**src/rtl/mips_mem_pkg.sv**
```systemverilog
// ----------------------------------------------------------------------------
// mips_mem_pkg
// Types and constants shared by the memory-port arbiter and its wait timer.
//   arbState_e : arbiter FSM states
//   grant_e    : which requester owns (or last owned) the backing port
//   SIZE_*     : DataSize encoding used on DSize_IN / MemSize_OUT
// ----------------------------------------------------------------------------
package mips_mem_pkg;

    typedef enum logic [2:0] {
        IDLE,
        IBUSY,
        DBUSY,
        IDONE,
        DDONE
    } arbState_e;

    typedef enum logic {
        GRANT_I,
        GRANT_D
    } grant_e;

    localparam logic [1:0] SIZE_WORD = 2'd0;
    localparam logic [1:0] SIZE_BYTE = 2'd1;
    localparam logic [1:0] SIZE_HALF = 2'd2;

    // A transaction is on the backing port in either BUSY state.
    function automatic logic isBusy(input arbState_e s);
        return (s == IBUSY) || (s == DBUSY);
    endfunction

endpackage

```
**src/rtl/mem_wait_timer.sv**
```systemverilog
// ----------------------------------------------------------------------------
// mem_wait_timer
// Counts cycles spent waiting for a backing-port acknowledge.
//   CLOCK, RESET : clock, asynchronous active-low reset
//   clear        : force the count to 0 (takes priority over enable)
//   enable       : advance the count by one per cycle
//   expired      : count has reached TIMEOUT_CYCLES-1
// The count saturates at TIMEOUT_CYCLES-1 so expired stays high until cleared.
// ----------------------------------------------------------------------------
module mem_wait_timer #(
    parameter int TIMEOUT_CYCLES = 64
) (
    input  logic CLOCK,
    input  logic RESET,
    input  logic clear,
    input  logic enable,
    output logic expired
);

    localparam int CW = (TIMEOUT_CYCLES > 2) ? $clog2(TIMEOUT_CYCLES) : 1;
    localparam logic [CW-1:0] LAST = CW'(TIMEOUT_CYCLES - 1);

    logic [CW-1:0] count;

    assign expired = (count == LAST);

    // NOTE: sequential state uses non-blocking assignments so every flop
    // samples the pre-edge values, independent of statement order.
    always_ff @(posedge CLOCK or negedge RESET) begin
        if (!RESET) begin
            count <= '0;
        end else if (clear) begin
            count <= '0;
        end else if (enable && !expired) begin
            count <= count + 1'b1;
        end
    end

endmodule

```
**src/rtl/mem_port_arbiter.sv**
```systemverilog
// ----------------------------------------------------------------------------
// mem_port_arbiter
// Shares one variable-latency memory port between the IF-stage fetcher and
// the MEM-stage data requester, one transaction outstanding at a time.
//   IReq_IN/IAddr_IN              : fetch request, held until IDone_OUT
//   IData_OUT/IDone_OUT           : fetched word, one-cycle completion pulse
//   DRead_IN/DWrite_IN/DAddr_IN/
//   DWriteData_IN/DSize_IN        : data request, held until DDone_OUT
//   DData_OUT/DDone_OUT           : load data, one-cycle completion pulse
//   MemReq_OUT/MemWe_OUT/MemAddr_OUT/
//   MemWData_OUT/MemSize_OUT      : backing-port request fields (registered)
//   MemAck_IN/MemRData_IN         : backing-port acknowledge and read data
//   StallIF_OUT/StallMEM_OUT      : stall requests for the hazard unit
//   Error_OUT                     : sticky no-acknowledge timeout flag
// Under contention the D side wins unless it won last time, so the two
// requesters alternate.
// ----------------------------------------------------------------------------
module mem_port_arbiter
    import mips_mem_pkg::*;
#(
    parameter int          TIMEOUT_CYCLES = 64,
    parameter logic [31:0] ERROR_DATA     = 32'h0000_0000
) (
    input  logic        CLOCK,
    input  logic        RESET,
    input  logic        IReq_IN,
    input  logic [31:0] IAddr_IN,
    output logic [31:0] IData_OUT,
    output logic        IDone_OUT,
    input  logic        DRead_IN,
    input  logic        DWrite_IN,
    input  logic [31:0] DAddr_IN,
    input  logic [31:0] DWriteData_IN,
    input  logic [1:0]  DSize_IN,
    output logic [31:0] DData_OUT,
    output logic        DDone_OUT,
    output logic        MemReq_OUT,
    output logic        MemWe_OUT,
    output logic [31:0] MemAddr_OUT,
    output logic [31:0] MemWData_OUT,
    output logic [1:0]  MemSize_OUT,
    input  logic        MemAck_IN,
    input  logic [31:0] MemRData_IN,
    output logic        StallIF_OUT,
    output logic        StallMEM_OUT,
    output logic        Error_OUT
);

    arbState_e state, nextState;
    grant_e    lastGrant;
    logic      dPending;
    logic      expired;
    logic      finish;

    assign dPending = DRead_IN | DWrite_IN;
    // A busy transaction ends on acknowledge or when the watchdog runs out.
    assign finish   = MemAck_IN | expired;

    mem_wait_timer #(
        .TIMEOUT_CYCLES(TIMEOUT_CYCLES)
    ) uTimer (
        .CLOCK  (CLOCK),
        .RESET  (RESET),
        .clear  (!isBusy(state)),
        .enable (isBusy(state)),
        .expired(expired)
    );

    // NOTE: every output of this block gets a default first, so no path
    // through the case statement leaves a signal unassigned (no latches).
    always_comb begin
        nextState  = state;
        MemReq_OUT = isBusy(state);
        IDone_OUT  = (state == IDONE);
        DDone_OUT  = (state == DDONE);
        unique case (state)
            IDLE: begin
                if (dPending && IReq_IN) begin
                    nextState = (lastGrant == GRANT_D) ? IBUSY : DBUSY;
                end else if (dPending) begin
                    nextState = DBUSY;
                end else if (IReq_IN) begin
                    nextState = IBUSY;
                end
            end
            IBUSY:   if (finish) nextState = IDONE;
            DBUSY:   if (finish) nextState = DDONE;
            IDONE,
            DDONE:   nextState = IDLE;
            default: nextState = IDLE;
        endcase
    end

    assign StallIF_OUT  = IReq_IN & ~IDone_OUT;
    assign StallMEM_OUT = dPending & ~DDone_OUT;

    always_ff @(posedge CLOCK or negedge RESET) begin
        if (!RESET) begin
            state        <= IDLE;
            lastGrant    <= GRANT_I;
            MemAddr_OUT  <= '0;
            MemWData_OUT <= '0;
            MemSize_OUT  <= SIZE_WORD;
            MemWe_OUT    <= 1'b0;
            IData_OUT    <= '0;
            DData_OUT    <= '0;
            Error_OUT    <= 1'b0;
        end else begin
            state <= nextState;

            // Latch the winner's request fields once, at grant time.
            if (state == IDLE && nextState == IBUSY) begin
                MemAddr_OUT  <= IAddr_IN;
                MemWData_OUT <= '0;
                MemSize_OUT  <= SIZE_WORD;
                MemWe_OUT    <= 1'b0;
                lastGrant    <= GRANT_I;
            end else if (state == IDLE && nextState == DBUSY) begin
                MemAddr_OUT  <= DAddr_IN;
                MemWData_OUT <= DWriteData_IN;
                MemSize_OUT  <= DSize_IN;
                MemWe_OUT    <= DWrite_IN;  // read+write together is a write
                lastGrant    <= GRANT_D;
            end

            // Ack wins over a same-cycle watchdog expiry.
            if (state == IBUSY) begin
                if (MemAck_IN) begin
                    IData_OUT <= MemRData_IN;
                end else if (expired) begin
                    IData_OUT <= ERROR_DATA;
                    Error_OUT <= 1'b1;
                end
            end

            // Stores leave DData_OUT holding the last load result.
            if (state == DBUSY) begin
                if (MemAck_IN) begin
                    if (!MemWe_OUT) DData_OUT <= MemRData_IN;
                end else if (expired) begin
                    if (!MemWe_OUT) DData_OUT <= ERROR_DATA;
                    Error_OUT <= 1'b1;
                end
            end
        end
    end

endmodule

```
**config.mk**
```make
export PLATFORM = sky130hd
export DESIGN_NAME = mem_port_arbiter
export DESIGN_NICKNAME = d
export VERILOG_FILES = /design/src/rtl/mips_mem_pkg.sv /design/src/rtl/mem_wait_timer.sv /design/src/rtl/mem_port_arbiter.sv
export SDC_FILE = /design/constraint.sdc
export NUM_CORES = 1
export LEC_CHECK = 0
export BUFFER_PORTS_ARGS = -buffer_cell sky130_fd_sc_hd__buf_2
export CORE_ASPECT_RATIO = 0.7
export CORE_MARGIN = 2
export CORE_UTILIZATION = 48
export DETAILED_ROUTE_END_ITERATION = 10
export PLACE_DENSITY = 0.8
export SYNTH_ARGS = -nofsm -noshare
export SYNTH_HDL_FRONTEND = slang
export SYNTH_SLANG_ARGS = --single-unit
```
**constraint.sdc**
```tcl
create_clock -name CLOCK -period 2.3 [get_ports CLOCK]
set_clock_uncertainty 0.2 [all_clocks]
set_input_delay 0.69 -clock CLOCK [delete_from_list [all_inputs] [get_ports CLOCK]]
set_output_delay 0.69 -clock CLOCK [all_outputs]
set_load 0.01 [all_outputs]
```
Yosys cells after proc, flatten, opt, wreduce, memory -nomap -nowiden
Index checks and enable logic that the tools add are counted.
{"block": "word_totals", "inputBits": 136, "word_cells": 69, "latch_bits": 0, "ramBits": 0, "reg_bits": 142, "out_inout_bits": 137, "n_memories": 0, "romBits": 0}
{"block": "op_classes", "reduce_logical": 11, "n_shift": 0, "n_addsub": 1, "mux": 31, "bitwise": 6, "n_mul": 0, "div_mod_pow": 0, "order_cmp": 0, "eq_ne": 10}
{"op": "two-way mux 32 bit", "n": 10}
{"op": "two-way mux 3 bit", "n": 5}
{"op": "two-way mux 6 bit", "n": 2}
{"op": "two-way mux 1 bit", "n": 10}
{"op": "equality test 3 x 2 -> 1 bit (second input constant)", "n": 3}
{"op": "one-hot mux 3 bit (3 select lines)", "n": 1}
{"op": "adder 6 x 1 -> 6 bit (second input constant)", "n": 1}
{"op": "equality test 3 x 1 -> 1 bit (second input constant)", "n": 2}
{"op": "equality test 6 bit (second input constant)", "n": 1}
{"op": "two-way mux 2 bit", "n": 3}
{"op": "inequality test 2 bit (second input constant)", "n": 3}
{"op": "logical AND 1 bit", "n": 4}
{"op": "AND reduction 4 bit", "n": 1}
{"op": "nonzero test 2 bit", "n": 2}
{"op": "equality test 3 bit (second input constant)", "n": 1}
{"op": "zero test 3 bit", "n": 1}
{"op": "bitwise AND 1 bit", "n": 2}
{"op": "inverter 1 bit", "n": 2}
{"op": "bitwise OR 1 bit", "n": 2}
{"op": "AND reduction 2 bit", "n": 1}
{"op": "zero test 1 bit", "n": 1}
{"op": "logical OR 1 bit", "n": 1}

Logic depth before layout (Yosys ltp)
{"block": "logic_depth", "ltp_word": 8, "depth_mapped": 7, "ltp_nobuf": 4}

Modules after synthesis
From an unflattened synthesis, not the netlist that was laid out.
{"block": "hier_totals", "hier_cells": 470, "area_unflattened_um2": 5919.4}
{"mod": "mem_port_arbiter", "seq_area_each_um2": 3403.3, "cells_each": 431, "area_per_inst_um2": 5539.1, "instances": 1}
{"mod": "mem_wait_timer", "seq_area_each_um2": 150.1, "cells_each": 39, "area_per_inst_um2": 380.4, "instances": 1}

Worst setup path after synthesis
No wires, ideal clock.
{"block": "synth_timing", "path_kind": "input port to flip-flop", "from": "input port IReq_IN", "to": "register MemAddr_OUT[10]", "setup_ns": 0.082, "required_ns": 2.018, "n_path_buf": 3, "cell_stages": 6, "path_slack_ns": 0.317, "arrival_ns": 1.701, "path_cell_list": "or3_1 > buf_2 > and2_1 > buf_6 > buf_6 > a31oi_1"}
{"block": "synth_between", "elab_chain_cells": 7, "elab_cells_between_ends": 11, "classes_between": "eq/ne (2); mux (5); reduce/logical (4)"}
{"item": "start, declared", "line": "mem_port_arbiter.sv:26", "text": "input logic IReq_IN,"}
{"item": "two-way mux 3 bit", "line": "mem_port_arbiter.sv:82", "text": "end else if (IReq_IN) begin"}
{"item": "two-way mux 3 bit", "line": "mem_port_arbiter.sv:80", "text": "end else if (dPending) begin"}
{"item": "two-way mux 3 bit *", "line": "mem_port_arbiter.sv:78", "text": "if (dPending && IReq_IN) begin"}
{"item": "one-hot mux 3 bit (3 select lines) *", "line": "mem_port_arbiter.sv:76", "text": "unique case (state)"}
{"item": "equality test 3 x 1 -> 1 bit / equality test 3 x 2 -> 1 bit (equally long branches)", "line": "mem_port_arbiter.sv:112, mem_port_arbiter.sv:118"}
{"item": "logical AND 1 bit, on equally long branches", "line": "mem_port_arbiter.sv:112, mem_port_arbiter.sv:118"}
{"item": "two-way mux 32 bit / nonzero test 2 bit (equally long branches)"}
{"item": "end signal, assigned", "line": "mem_port_arbiter.sv:113", "text": "MemAddr_OUT <= IAddr_IN;"}
{"item": "end signal, assigned", "line": "mem_port_arbiter.sv:119", "text": "MemAddr_OUT <= DAddr_IN;"}
{"item": "end, declared", "line": "mem_port_arbiter.sv:39", "text": "output logic [31:0] MemAddr_OUT,"}
Every way passes the cells marked *; elsewhere a longest branch is shown, timed or not.
A chain may end at the register's enable or synchronous reset.

Worst setup path in the final report
{"block": "layout_timing", "from": "register state[1]", "to": "output port StallMEM_OUT"}
{"block": "layout_between", "elab_chain_cells": 3}
{"item": "start, declared", "line": "mem_port_arbiter.sv:49", "text": "arbState_e state, nextState;"}
{"item": "start signal, assigned", "line": "mem_port_arbiter.sv:109", "text": "state <= nextState;"}
{"item": "equality test 3 bit", "line": "mem_port_arbiter.sv:75", "text": "DDone_OUT = (state == DDONE);"}
{"item": "inverter 1 bit", "line": "mem_port_arbiter.sv:95", "text": "assign StallMEM_OUT = dPending & ~DDone_OUT;"}
{"item": "bitwise AND 1 bit", "line": "mem_port_arbiter.sv:95"}
{"item": "end, declared", "line": "mem_port_arbiter.sv:45", "text": "output logic StallMEM_OUT,"}
No other way between the ends.

==> flow_summary.yaml <==
drt:
  vias_per_cell: 5.50
  dr.pass1.iters: 5
  drt_iter0_drc: 361
  drc: 0
  routed_wl_um: 19000
  wire_per_inst_um: 17.1
  vias: 6127
  final_antenna_net_count: 0
setup_path:
  path_buf_inv: 1
  cp_slowest_cell: "dfrtp_2"
  crit_arrival_ns: 1.34
  end_kind: "primary output"
  worstPathCellList: "nor2_2 > and2_4 > nor2_1 > buf_2"
  worstSetupPathType: "reg -> out"
  cp_num_cells: 4
  path_max_fanout: 6
  cp_data_required_time_ns: 1.41
  critPathTopFamily: "flip-flops"
  slowest_delay_ns: 0.45
  rr_worst_depth: 4
  setup.worst_path.start_class: "flip-flop"
hold_path:
  holdPathStages: 2
  hp-class: "reg -> reg"
clocking:
  cts-root-buf: "clkbuf_16"
  clkSlewWorstSetupHoldPaths_ns: 0.06
  cts_tree: "done"
  cts_sinks: 142
  clock_tree.buffer_depth: 2
  cts_buffers: 17
  clk_latency_ns: 0.41
  htreeDepth: 4
global_route:
  grt_pass1_vias: 5837
  grt_overflow_total: 0
  track_usage_pct: 25.9
  grt_max_degree: 59
  antenna_found_initial: 0
  grt_pass1_wl_um: 29800
pwr:
  powerDensity_mw_per_mm2: 1400
  worst_ir_drop_vdd_mv: 0.655
  power_leakage_nw: 4.40
  finalPower_mw: 12.3
layout:
  design_area_mm2: 0.00882
  diodes: 0
  nFillCells: 1073
  area_growth_pct: 34.6
  regArea_mm2: 0.00356
  drive_above_1_share_pct: 38.1
  finalNetCount: 1054
  final_cells: 1115
  multi_input_comb_area_mm2: 0.00247
  fin_util_pct: 66.7
yosys:
  yosysWarningCount: 0
  yosysMostFrequentCell: "dfrtp_1"
  yosys.area.top_type: "dfrtp_1"
  ys_seq_area_share_pct: 54.3
  ys_types: 47
  synth_top_area_share_pct: 54.3
  synth_area_leaders: "dfrtp_1 54%, nand3_1 5.2%, a22o_1 4.5%"
  synth_flop_cell: "dfrtp_1"
  synth-edff-count: 0
  netlist_area_mm2: 0.00655
  async_flop_share_pct: 100
  avgSynthCellArea_um2: 10.0
  netlist_instances: 652
  syn-num-nets: 789
  ys_ff_latch: 142
  synth_common_cells: "142 x dfrtp_1, 68 x nand3_1, 67 x inv_1, 59 x o21ai_0, 35 x a21oi_1"
floorplan:
  dieArea_mm2: 0.0146
  die_h_um: 102
  ios: 273
  fp.dieW_um: 144
  rows: 35
  coreArea_mm2: 0.0132
  start_util_pct: 49.5
placement:
  dpl.hpwl_um: 13200
  dp_cells: 1075
  place_area_mm2: 0.00817
  pre_cts_slack_ns: 0.112
  port_buffers: 272
  gp_congestion: 0.905
sta:
  rsz0062_at_grt: "true"
  tightest_slew_ns: 0.779
  hold-worst-slack_ns: 0.263
  finalMaxSlewViolations: 0
  slew-limit-headroom_pct: 47.9
  final.setup.worst_slack_ns: 0.0735
  fin_tns_setup_ns: 0
  timing.final.crit_share_pct: 96.8
  hold_viol_final: 0
  max_freq_ghz: 0.449
  period_minus_slack_ns: 2.23
  setup_viol: 0
run_status:
  status: "finished, final reports clean"
flow_run:
  maxCapViolations: 0
where the power goes:
group | total [mW] | leakage [nW] | switching, mW | internal [mW]
clock | 2.71 | 0.277 | 1.18 | 1.53
combinational | 5.35 | 2.57 | 2.97 | 2.39
sequential | 4.25 | 1.56 | 0.705 | 3.54
registers in the layout (all words and copies together), names as in the netlist:
name / cells
state: 3
Error_OUT: 1
MemSize_OUT: 2
uTimer.count: 6
MemWe_OUT: 1
IData_OUT: 32
DData_OUT: 32
MemAddr_OUT: 32
MemWData_OUT: 32
lastGrant: 1
what timing repair did:
action	4_1_cts	5_1_grt
endpoints found under the hold margin	10	0
endpoints found under the setup margin	5	2
gates resized for setup	3	2
hold buffers	1	0
setup buffers	5	2
pin swaps	0	0
cells in the final DEF, fill, tap and decap left out, types with 2 or more instances in the layout:
master / instances
dfrtp_2: 3
nor2_1: 5
o21ai_0: 59
a22oi_1: 32
inv_8: 3
nor3_1: 3
nand3_1: 68
o21ai_1: 8
a21oi_1: 35
inv_1: 67
nor4b_4: 2
a31oi_1: 30
nor2b_1: 3
a31oi_2: 2
o211ai_1: 32
buf_4: 23
xor2_1: 2
nand2b_1: 33
and3_1: 2
buf_2: 271
nand2_1: 5
and2_1: 3
clkbuf_16: 17
a22o_1: 34
buf_12: 9
inv_6: 6
dfrtp_1: 139
clkinvlp_4: 3
layout make-up:
type / instances / share of cell area [%]
Sequential cell: 142 / 40.3
Multi-Input combinational cell: 384 / 28.0
Timing Repair Buffer: 305 / 19.6
Clock buffer: 17 / 4.82
Inverter: 67 / 2.85
Tap cell: 185 / 2.63
Clock inverter: 15 / 1.73
logic make-up (layout without fill, tap and decap cells):
group | Yosys count | after routing | share of synthesized area (%)
xor+xnor | 2 | 2 | 0.267
compound gates | 243 | 243 | 24.3
flops | 142 | 142 | 54.3
simple gates | 138 | 138 | 12.6
fa+ha+maj | 1 | 1 | 0.191
buf+inv | 126 | 404 | 8.44
worst register-to-register path, delay by kind of cell, from the launching register on:
family	cells	cell delay (ns)
buffers and inverters	1	0.17
flip-flops	1	0.45
AND/OR/NAND/NOR	2	1.02
AO/OA/AOI/OAI	1	0.27
per-layer routing:
layer  share of wire (%)  GRT usage (%)
met1                  42           34.4
met2                  47           41.7
met3                 9.4           7.28
met4                 1.9           7.99
met5                   0              0
path summary, 6_finish.rpt:
kind / slack (ns) / to / from
max in group asynchronous: 0.84 / IData_OUT[15] / RESET
hold reg to reg: 0.26 / Error_OUT / Error_OUT
setup / recovery: 0.07 / StallMEM_OUT / state[1]
setup reg to reg: 0.14 / MemWData_OUT[29] / state[1]
min in group asynchronous: 0.46 / DData_OUT[2] / RESET
hold / removal: 0.26 / Error_OUT / Error_OUT
Note: power is estimated with default switching activity, not from simulation.
